--- config.mk ---
export PLATFORM = sky130hd
export DESIGN_NAME = regfile_access_ctrl
export DESIGN_NICKNAME = d
export VERILOG_FILES = /design/src/rtl/regfile_access_ctrl.sv
export SDC_FILE = /design/constraint.sdc
export NUM_CORES = 1
export LEC_CHECK = 0
export CORE_MARGIN = 8
export CORE_UTILIZATION = 44
export CTS_CLUSTER_DIAMETER = 100
export DETAILED_ROUTE_END_ITERATION = 8
export GPL_TIMING_DRIVEN = 0
export HOLD_SLACK_MARGIN = 0.1
export PLACE_DENSITY = 0.84
export SLEW_MARGIN = 20
export SYNTH_ARGS = -nofsm -noshare
export SYNTH_HDL_FRONTEND = slang
export SYNTH_SLANG_ARGS = --single-unit
--- constraint.sdc ---
create_clock -name clk -period 2.4 [get_ports clk]
set_clock_uncertainty 0.05 [all_clocks]
set_input_delay 0.24 -clock clk [delete_from_list [all_inputs] [get_ports clk]]
set_output_delay 0.24 -clock clk [all_outputs]
set_load 0.005 [all_outputs]
--- src/rtl/regfile_access_ctrl.sv ---
// rtl/regfile_access_ctrl.sv - three-requester arbiter and pipeline sequencer for a 32x32 register file
module regfile_access_ctrl #(
   parameter int DATA_W       = 32,
   parameter int ADDR_W       = 5,
   parameter int PROTECT_R0   = 1,
   parameter int WB_MAX_BURST = 4
) (
   input  logic              clk,
   input  logic              rst_n,
   input  logic              wb_req,
   input  logic [ADDR_W-1:0] wb_addr,
   input  logic [DATA_W-1:0] wb_data,
   output logic              wb_gnt,
   input  logic              rd_req,
   input  logic [ADDR_W-1:0] rd_addr_a,
   input  logic [ADDR_W-1:0] rd_addr_b,
   output logic              rd_gnt,
   output logic              rd_valid,
   output logic [DATA_W-1:0] rd_data_a,
   output logic [DATA_W-1:0] rd_data_b,
   input  logic              dbg_req,
   input  logic              dbg_we,
   input  logic [ADDR_W-1:0] dbg_addr,
   input  logic [DATA_W-1:0] dbg_wdata,
   output logic              dbg_gnt,
   output logic              dbg_valid,
   output logic [DATA_W-1:0] dbg_rdata,
   output logic [DATA_W-1:0] rf_in,
   output logic [ADDR_W-1:0] rf_addr_a,
   output logic [ADDR_W-1:0] rf_addr_b,
   output logic              rf_rw,
   output logic              rf_sel,
   input  logic [DATA_W-1:0] rf_out_a,
   input  logic [DATA_W-1:0] rf_out_b
);

   localparam int CNT_W = $clog2(WB_MAX_BURST + 1);

   typedef enum logic [1:0] {TAG_NONE, TAG_RD, TAG_DBG_RD, TAG_DBG_WR} tag_t;

   logic              rr_dbg;      // 0: rd wins a rd/dbg tie, 1: dbg wins
   logic [CNT_W-1:0]  burst_cnt;
   tag_t              tag_s1, tag_s2;
   logic              pending, wb_mask, wr_gnt, wr_blocked;
   logic [ADDR_W-1:0] wr_addr;
   logic [DATA_W-1:0] wr_data;

   assign pending = rd_req | dbg_req;
   assign wb_mask = pending && (burst_cnt == CNT_W'(WB_MAX_BURST));

   // Grants are gated by rst_n so nothing is accepted while reset is asserted
   always_comb begin
      wb_gnt  = rst_n & wb_req & ~wb_mask;
      rd_gnt  = rst_n & ~wb_gnt & rd_req  & (~dbg_req | ~rr_dbg);
      dbg_gnt = rst_n & ~wb_gnt & dbg_req & (~rd_req  |  rr_dbg);
   end

   assign wr_gnt     = wb_gnt | (dbg_gnt & dbg_we);
   assign wr_addr    = wb_gnt ? wb_addr : dbg_addr;
   assign wr_data    = wb_gnt ? wb_data : dbg_wdata;
   assign wr_blocked = (PROTECT_R0 != 0) && (wr_addr == '0);

   always_ff @(posedge clk or negedge rst_n) begin
      if (!rst_n) begin
         rr_dbg    <= 1'b0;
         burst_cnt <= '0;
      end else begin
         if (rd_gnt)
            rr_dbg <= 1'b1;
         else if (dbg_gnt)
            rr_dbg <= 1'b0;
         if (!pending || rd_gnt || dbg_gnt)
            burst_cnt <= '0;
         else if (wb_gnt)
            burst_cnt <= burst_cnt + CNT_W'(1);
      end
   end

   // Register-file pins, valid during the cycle after the grant
   always_ff @(posedge clk or negedge rst_n) begin
      if (!rst_n) begin
         rf_sel    <= 1'b1;
         rf_rw     <= 1'b1;
         rf_in     <= '0;
         rf_addr_a <= '0;
         rf_addr_b <= '0;
      end else if (wr_gnt) begin
         rf_sel    <= wr_blocked;
         rf_rw     <= 1'b0;
         rf_in     <= wr_data;
         rf_addr_a <= wr_addr;
         rf_addr_b <= '0;
      end else if (rd_gnt) begin
         rf_sel    <= 1'b0;
         rf_rw     <= 1'b1;
         rf_addr_a <= rd_addr_a;
         rf_addr_b <= rd_addr_b;
      end else if (dbg_gnt) begin
         rf_sel    <= 1'b0;
         rf_rw     <= 1'b1;
         rf_addr_a <= dbg_addr;
         rf_addr_b <= '0;
      end else begin
         rf_sel    <= 1'b1;
         rf_rw     <= 1'b1;
      end
   end

   // Requester tags travel alongside the access so responses come back in grant order
   always_ff @(posedge clk or negedge rst_n) begin
      if (!rst_n) begin
         tag_s1    <= TAG_NONE;
         tag_s2    <= TAG_NONE;
         rd_valid  <= 1'b0;
         dbg_valid <= 1'b0;
         rd_data_a <= '0;
         rd_data_b <= '0;
         dbg_rdata <= '0;
      end else begin
         if (rd_gnt)
            tag_s1 <= TAG_RD;
         else if (dbg_gnt)
            tag_s1 <= dbg_we ? TAG_DBG_WR : TAG_DBG_RD;
         else
            tag_s1 <= TAG_NONE;
         tag_s2    <= tag_s1;
         rd_valid  <= (tag_s2 == TAG_RD);
         dbg_valid <= (tag_s2 == TAG_DBG_RD) || (tag_s2 == TAG_DBG_WR);
         if (tag_s2 == TAG_RD) begin
            rd_data_a <= rf_out_a;
            rd_data_b <= rf_out_b;
         end
         if (tag_s2 == TAG_DBG_RD)
            dbg_rdata <= rf_out_a;
         else if (tag_s2 == TAG_DBG_WR)
            dbg_rdata <= '0;
      end
   end

endmodule

==> impl_metrics.py, run 1 <==
metrics = {
    "status": {
        "status": "finished clean",
    },
    "placement": {
        "dp_hpwl_mm": 16.1,
        "dpl_cell_area_sq_um": 9400,
        "gp_congestion": 0.847,
        "io_buffers": 297,
    },
    "drt": {
        "vias": 5306,
        "drt_iter0_drc": 271,
        "ant_nets": 0,
        "drt_first_pass_iters": 6,
        "drc_errors": 0,
        "via_per_inst": 5.13,
        "post_drt_wl_per_cell_um": 20.3,
        "wl_mm": 21.0,
    },
    "clock_tree": {
        "cts_root_buf": "clkbuf_16",
        "numCtsBuffers": 17,
        "worstSkewPairLatency_ps": 410,
        "clock-sinks": 150,
        "cts.path.max_buffers": 2,
        "clk_pin_slew_ps": 60,
        "htree_levels": 4,
        "cts_tree": "built",
    },
    "grt": {
        "grt_pass1_wl_mm": 32.7,
        "grt_usage_pct": 23.5,
        "met3_usage_pct": 9.72,
        "met2_usage_pct": 40.9,
        "overflow": 0,
        "grt_pass1_vias": 5824,
        "grt_max_degree": 97,
        "gr-max-usage-layer": "met2",
        "antenna_found_initial": 0,
        "grtUsageMet1_pct": 25.2,
    },
    "setup_path": {
        "crit_buf_inv": 4,
        "cpMostUsedCell": "inv_1",
        "path_max_fanout": 10,
        "endpoint_kind": "output pin",
        "critPathLaunchType": "register",
        "max_stage_delay_ps": 400,
        "critical_path_arrival_ps": 1930,
        "crit_chain": "inv_1 -> ha_4 -> a21bo_2 -> nand4_1 -> inv_1 -> buf_4 -> dlygate4sd2_1",
        "required_ps": 2110,
        "slowest_stage": "dfrtp_1",
        "crit_family": "buffers and inverters",
        "timing.setup.critical_path_class": "reg -> out",
    },
    "sta": {
        "tns_ps": 0,
        "rsz0062_at_grt": "false",
        "finalSetupViolations": 0,
        "fmax_ghz": 0.450,
        "relSlewSlack_pct": 61.8,
        "worst_pin_slew_ps": 569,
        "drv_slew": 0,
        "period_needed_ps": 2220,
        "hold_viol": 0,
        "period_share_pct": 92.6,
    },
    "synth": {
        "ys.flop_type": "dfrtp_1",
        "synthCells": 520,
        "synth_cell_type_count": 35,
        "synth_edf_count": 0,
        "yosys_warnings": 0,
        "async_flop_share_pct": 100,
        "syn-cell-area_sq_um": 6170,
        "ys_seq_area_share_pct": 60.9,
        "synth.avg_cell_area_sq_um": 11.9,
        "synth.net_count": 676,
        "synth-seq-cells": 150,
    },
    "cells_and_area": {
        "fillCellCount": 939,
        "diodes": 0,
        "post-route-cell-area_sq_um": 10000,
        "nNetsFinal": 999,
        "final_common_cell": "clkdlybuf4s50_1",
        "syn_to_final_growth_pct": 62.8,
        "mostFrequentLayoutCells": "clkdlybuf4s50_1, dfrtp_1, nand2_1, mux2_2, inv_1",
        "drive_gt1_share_pct": 15.9,
    },
    "die": {
        "die_h_um": 134,
        "dieWidth_um": 134,
        "num_rows": 43,
        "start_util_pct": 44.8,
        "io_pins": 299,
        "dieArea_sq_um": 18100,
        "core_sq_um": 13800,
    },
    "power_and_ir_drop": {
        "p_leak_nw": 4.47,
        "p_per_area_nw_per_um2": 829,
        "vdd_ir_drop_max_mv": 0.432,
    },
    "run": {
        "drv_cap": 0,
    },
    "min_path": {
        "hold_class": "in -> reg",
    },
}
## logic make-up after synthesis
logic type	Yosys count	synth area share (%)
DFF	150	60.9
and+or+nand+nor	100	6.67
muxes	97	17.0
AOI/OAI and AO/OA	96	9.41
buffers and inverters	75	5.58
adders and majority gates	2	0.406
## where the power goes
part,switching [mW],leakage (nW),internal [mW]
Combinational,0.841,2.40,1.58
Clock,1.02,0.257,1.44
Sequential,0.329,1.82,3.10
## worst register-to-register path: stages (launching register included)
cell	delay, ps
dfrtp_1	400
inv_1	100
ha_4	160
o211ai_4	100
and2_4	160
buf_6	110
buf_4	140
buf_4	190
nor3b_2	370
a32oi_1	180
## area by class of cell
cell class / count / area (sq um) / share of cell area (%)
Buffer: 32 / 185 / 1.84
Clock buffer: 19 / 443 / 4.41
Clock inverter: 12 / 105 / 1.05
Inverter: 42 / 158 / 1.57
Multi-Input combinational cell: 295 / 2090 / 20.8
Sequential cell: 150 / 3760 / 37.4
Tap cell: 180 / 225 / 2.24
Timing Repair Buffer: 305 / 3080 / 30.6
## state kept, by name, summed over array words and instances (netlist names), 3 cells and up
name       cells
dbg_rdata     32
rd_data_a     32
rd_data_b     32
rf_in         32
rf_addr_a      5
rf_addr_b      5
burst_cnt      3
## routing by layer
metal / part of all wire, % / vias to the layer above / routed length [um]
met3: 11 / 27 / 2290
met2: 51 / 281 / 10700
met1: 36 / 2593 / 7660
met4: 1.7 / 0 / 359
met5: 0 / - / 0
li1: - / 2405 / -
## final timing paths
kind / start / to / slack (ps) / cells after the start
max in group asynchronous: rst_n / rf_rw / 1320 / 3
worst min-delay path: dbg_req / tag_s1[1] / 180 / 3
worst max-delay path: burst_cnt[1] / rd_gnt / 180 / 7
min in group asynchronous: rst_n / rf_in[4] / 510 / 3
worst min register to register: tag_s1[0] / tag_s2[0] / 300 / 0
worst max register to register: burst_cnt[1] / rf_addr_a[1] / 300 / 9
## cell usage after synthesis, types with 2 or more instances
cell type | count | area (sq um)
dfrtp_1 | 148 | 3700
nand2_1 | 82 | 308
mux2_2 | 64 | 721
inv_1 | 41 | 154
o21ai_0 | 38 | 190
mux2i_1 | 33 | 330
o21ai_1 | 29 | 145
buf_2 | 14 | 70.1
clkbuf_1 | 10 | 37.5
nor2_1 | 7 | 26.3
a22o_1 | 6 | 52.6
buf_4 | 6 | 45.0
a32oi_1 | 5 | 43.8
o31ai_1 | 5 | 37.5
a31oi_1 | 4 | 25.0
buf_6 | 3 | 33.8
nor2b_1 | 3 | 18.8
and2_1 | 2 | 12.5
dfstp_2 | 2 | 52.6
ha_1 | 2 | 25.0
nand4_1 | 2 | 12.5
## per-stage QoR
stage / utilization, % / hold slack (ps) / setup slack, ps / power (mW) / std cells
after global routing: 72.9 / 196 / 65.9 / 8.74 / 1035
after global placement: 68.0 / 286 / -5180 / 5.76 / 997
after detailed placement: 68.2 / 143 / -170 / 5.88 / 998
after floorplan: - / -106 / 750 / 4.11 / 520
after CTS: 72.8 / 153 / 19.4 / 8.41 / 1033
final: 72.9 / 184 / 178 / 8.32 / 1035
## what timing repair did
item,CTS,global route
pin swaps,1,0
setup endpoints to repair,3,2
setup buffers,3,2
endpoints found under the hold margin,54,0
hold buffers,2,0
resized for setup,8,5
Note: power is estimated with default switching activity, not from simulation.
==> inputs of run 2 (changes only) <==
--- a/config.mk
+++ b/config.mk
@@ -9,10 +9,8 @@
 export CORE_UTILIZATION = 44
 export CTS_CLUSTER_DIAMETER = 100
 export DETAILED_ROUTE_END_ITERATION = 8
-export GPL_TIMING_DRIVEN = 0
 export HOLD_SLACK_MARGIN = 0.1
 export PLACE_DENSITY = 0.84
-export SLEW_MARGIN = 20
 export SYNTH_ARGS = -nofsm -noshare
 export SYNTH_HDL_FRONTEND = slang
 export SYNTH_SLANG_ARGS = --single-unit
==> impl_metrics.py, run 2 (same netlist as run 1, synthesis figures left out) <==
metrics = {
    "status": {
        "status": "finished clean",
    },
    "power_and_ir_drop": {
        "vdd_ir_drop_max_mv": 0.360,
        "p_per_area_nw_per_um2": 845,
        "p_leak_nw": 4.40,
        "total_power_mw": 8.41,
    },
    "sta": {
        "worst_hold_slack_ps": 170,
        "worst_pin_slew_ps": 729,
        "tns_ps": 0,
        "period_needed_ps": 2310,
        "hold_viol": 0,
        "rsz0062_at_grt": "false",
        "postLayoutSetupSlackWorst_ps": 87.7,
        "fmax_ghz": 0.432,
        "drv_slew": 0,
        "period_share_pct": 96.3,
        "finalSetupViolations": 0,
        "relSlewSlack_pct": 51.4,
    },
    "drt": {
        "via_per_inst": 5.09,
        "post_drt_wl_per_cell_um": 20.2,
        "drt_first_pass_iters": 4,
        "drt_iter0_drc": 217,
        "vias": 5161,
        "wl_mm": 20.5,
        "ant_nets": 0,
        "drc_errors": 0,
    },
    "grt": {
        "antenna_found_initial": 0,
        "grt_pass1_vias": 5700,
        "grt_max_degree": 65,
        "grt_usage_pct": 22.4,
        "grt_pass1_wl_mm": 31.4,
        "overflow": 0,
    },
    "setup_path": {
        "critPathLaunchType": "register",
        "critical_path_arrival_ps": 2020,
        "endpoint_kind": "output pin",
        "timing.setup.critical_path_class": "reg -> out",
        "reg2regPathDepth": 7,
        "path_max_fanout": 3,
        "r2r-end": "rf_addr_a[1]",
        "reg2reg_from": "burst_cnt[0]",
        "r2r_slack_ps": 490,
        "required_ps": 2110,
    },
    "clock_tree": {
        "cts_root_buf": "clkbuf_16",
        "cts.path.max_buffers": 2,
        "htree_levels": 4,
        "clk_pin_slew_ps": 60,
        "clock-sinks": 150,
        "numCtsBuffers": 17,
        "worstSkewPairLatency_ps": 410,
        "cts_tree": "built",
    },
    "die": {
        "io_pins": 299,
        "dieArea_sq_um": 18100,
        "die_h_um": 134,
        "num_rows": 43,
        "core_sq_um": 13800,
        "dieWidth_um": 134,
        "start_util_pct": 44.8,
    },
    "placement": {
        "place_ws_ps": 142,
        "dp_hpwl_mm": 15.8,
        "io_buffers": 298,
        "gp_congestion": 0.993,
    },
    "cells_and_area": {
        "drive_gt1_share_pct": 15.0,
        "syn_to_final_growth_pct": 61.3,
        "final_common_cell": "clkdlybuf4s50_1",
        "nNetsFinal": 977,
        "mostFrequentLayoutCells": "clkdlybuf4s50_1, dfrtp_1, nand2_1, mux2_2, inv_1",
        "diodes": 0,
        "post-route-util_pct": 72.2,
    },
    "run": {
        "drv_cap": 0,
    },
    "min_path": {
        "hold_class": "in -> async",
    },
}
## run 2: cell count changes in the layout (fill, tap and decap cells not counted), moves of 2 or more
| cell | change |
|---|---|
| buf_2 | -13 |
| nor2b_1 | -2 |
| buf_16 | -2 |
| clkbuf_1 | -11 |
| clkinv_2 | -4 |
| buf_12 | +2 |
| buf_4 | +3 |
| clkinv_4 | +3 |
| inv_6 | +5 |
| clkdlybuf4s50_1 | +2 |
| clkinvlp_4 | -2 |
| buf_8 | -2 |
## run 2: worst max-delay path by stage
stage,from,end,depth (start not counted)
4_1_cts,burst_cnt[0],rd_gnt,6
3_3_place_gp,rd_req,wb_gnt,5
2_1_floorplan,burst_cnt[0],rf_addr_a[2],8
3_5_place_dp,rd_req,wb_gnt,5
6_report,burst_cnt[0],rd_gnt,6
5_1_grt,burst_cnt[0],rd_gnt,6
## run 2: power by group
group | leakage [nW] | switching, mW | total, mW | internal [mW]
clock | 0.275 | 1.10 | 2.58 | 1.48
combinational | 2.30 | 0.824 | 2.39 | 1.56
sequential | 1.82 | 0.336 | 3.44 | 3.10
## run 2: critical path: stages, from the launching register on
cell	delay [ps]
dfrtp_1	390
inv_1	100
ha_2	230
a21bo_2	150
nand4_1	110
inv_1	130
clkdlybuf4s50_1	510
## run 2: stage by stage
step | cells | instance area (sq um)
finish | 1014 | 9950
global route | 1014 | 9950
CTS | 1014 | 9950
detailed placement | 981 | 9360
global placement | 981 | 9360
floorplan | 520 | 6170
## run 2: what timing repair did
action                     CTS  global route
gates resized for setup      3             0
hold buffers                 1             0
hold endpoints to repair    89             0
setup buffers                0             0
setup endpoints to repair    2             0
## run 2: area by class of cell
type / instances / area [sq um]
clock inverter: 14 / 140
timing repair buffer: 315 / 3140
inverter: 42 / 158
tap: 180 / 225
multi-input combinational: 295 / 2090
fill: 921 / 3820
clock buffer: 18 / 439
sequential: 150 / 3760
## run 2: per-layer routing
metal,share of wire (%),wire length [um],up-vias,GRT usage (%)
li1,-,-,2368,-
met1,38,7780,2510,24.2
met2,50,10300,261,38.7
met3,10,2110,22,9.31
met4,1.3,271,0,7.55
met5,0,0,-,0
==> inputs of run 3 (changes only) <==
--- a/config.mk
+++ b/config.mk
@@ -5,6 +5,7 @@
 export SDC_FILE = /design/constraint.sdc
 export NUM_CORES = 1
 export LEC_CHECK = 0
+export ABC_CLOCK_PERIOD_IN_PS = 2400
 export CORE_MARGIN = 8
 export CORE_UTILIZATION = 44
 export CTS_CLUSTER_DIAMETER = 100
==> results of run 3 <==
Final layout, timing and power as in run 2 (identical DEF).
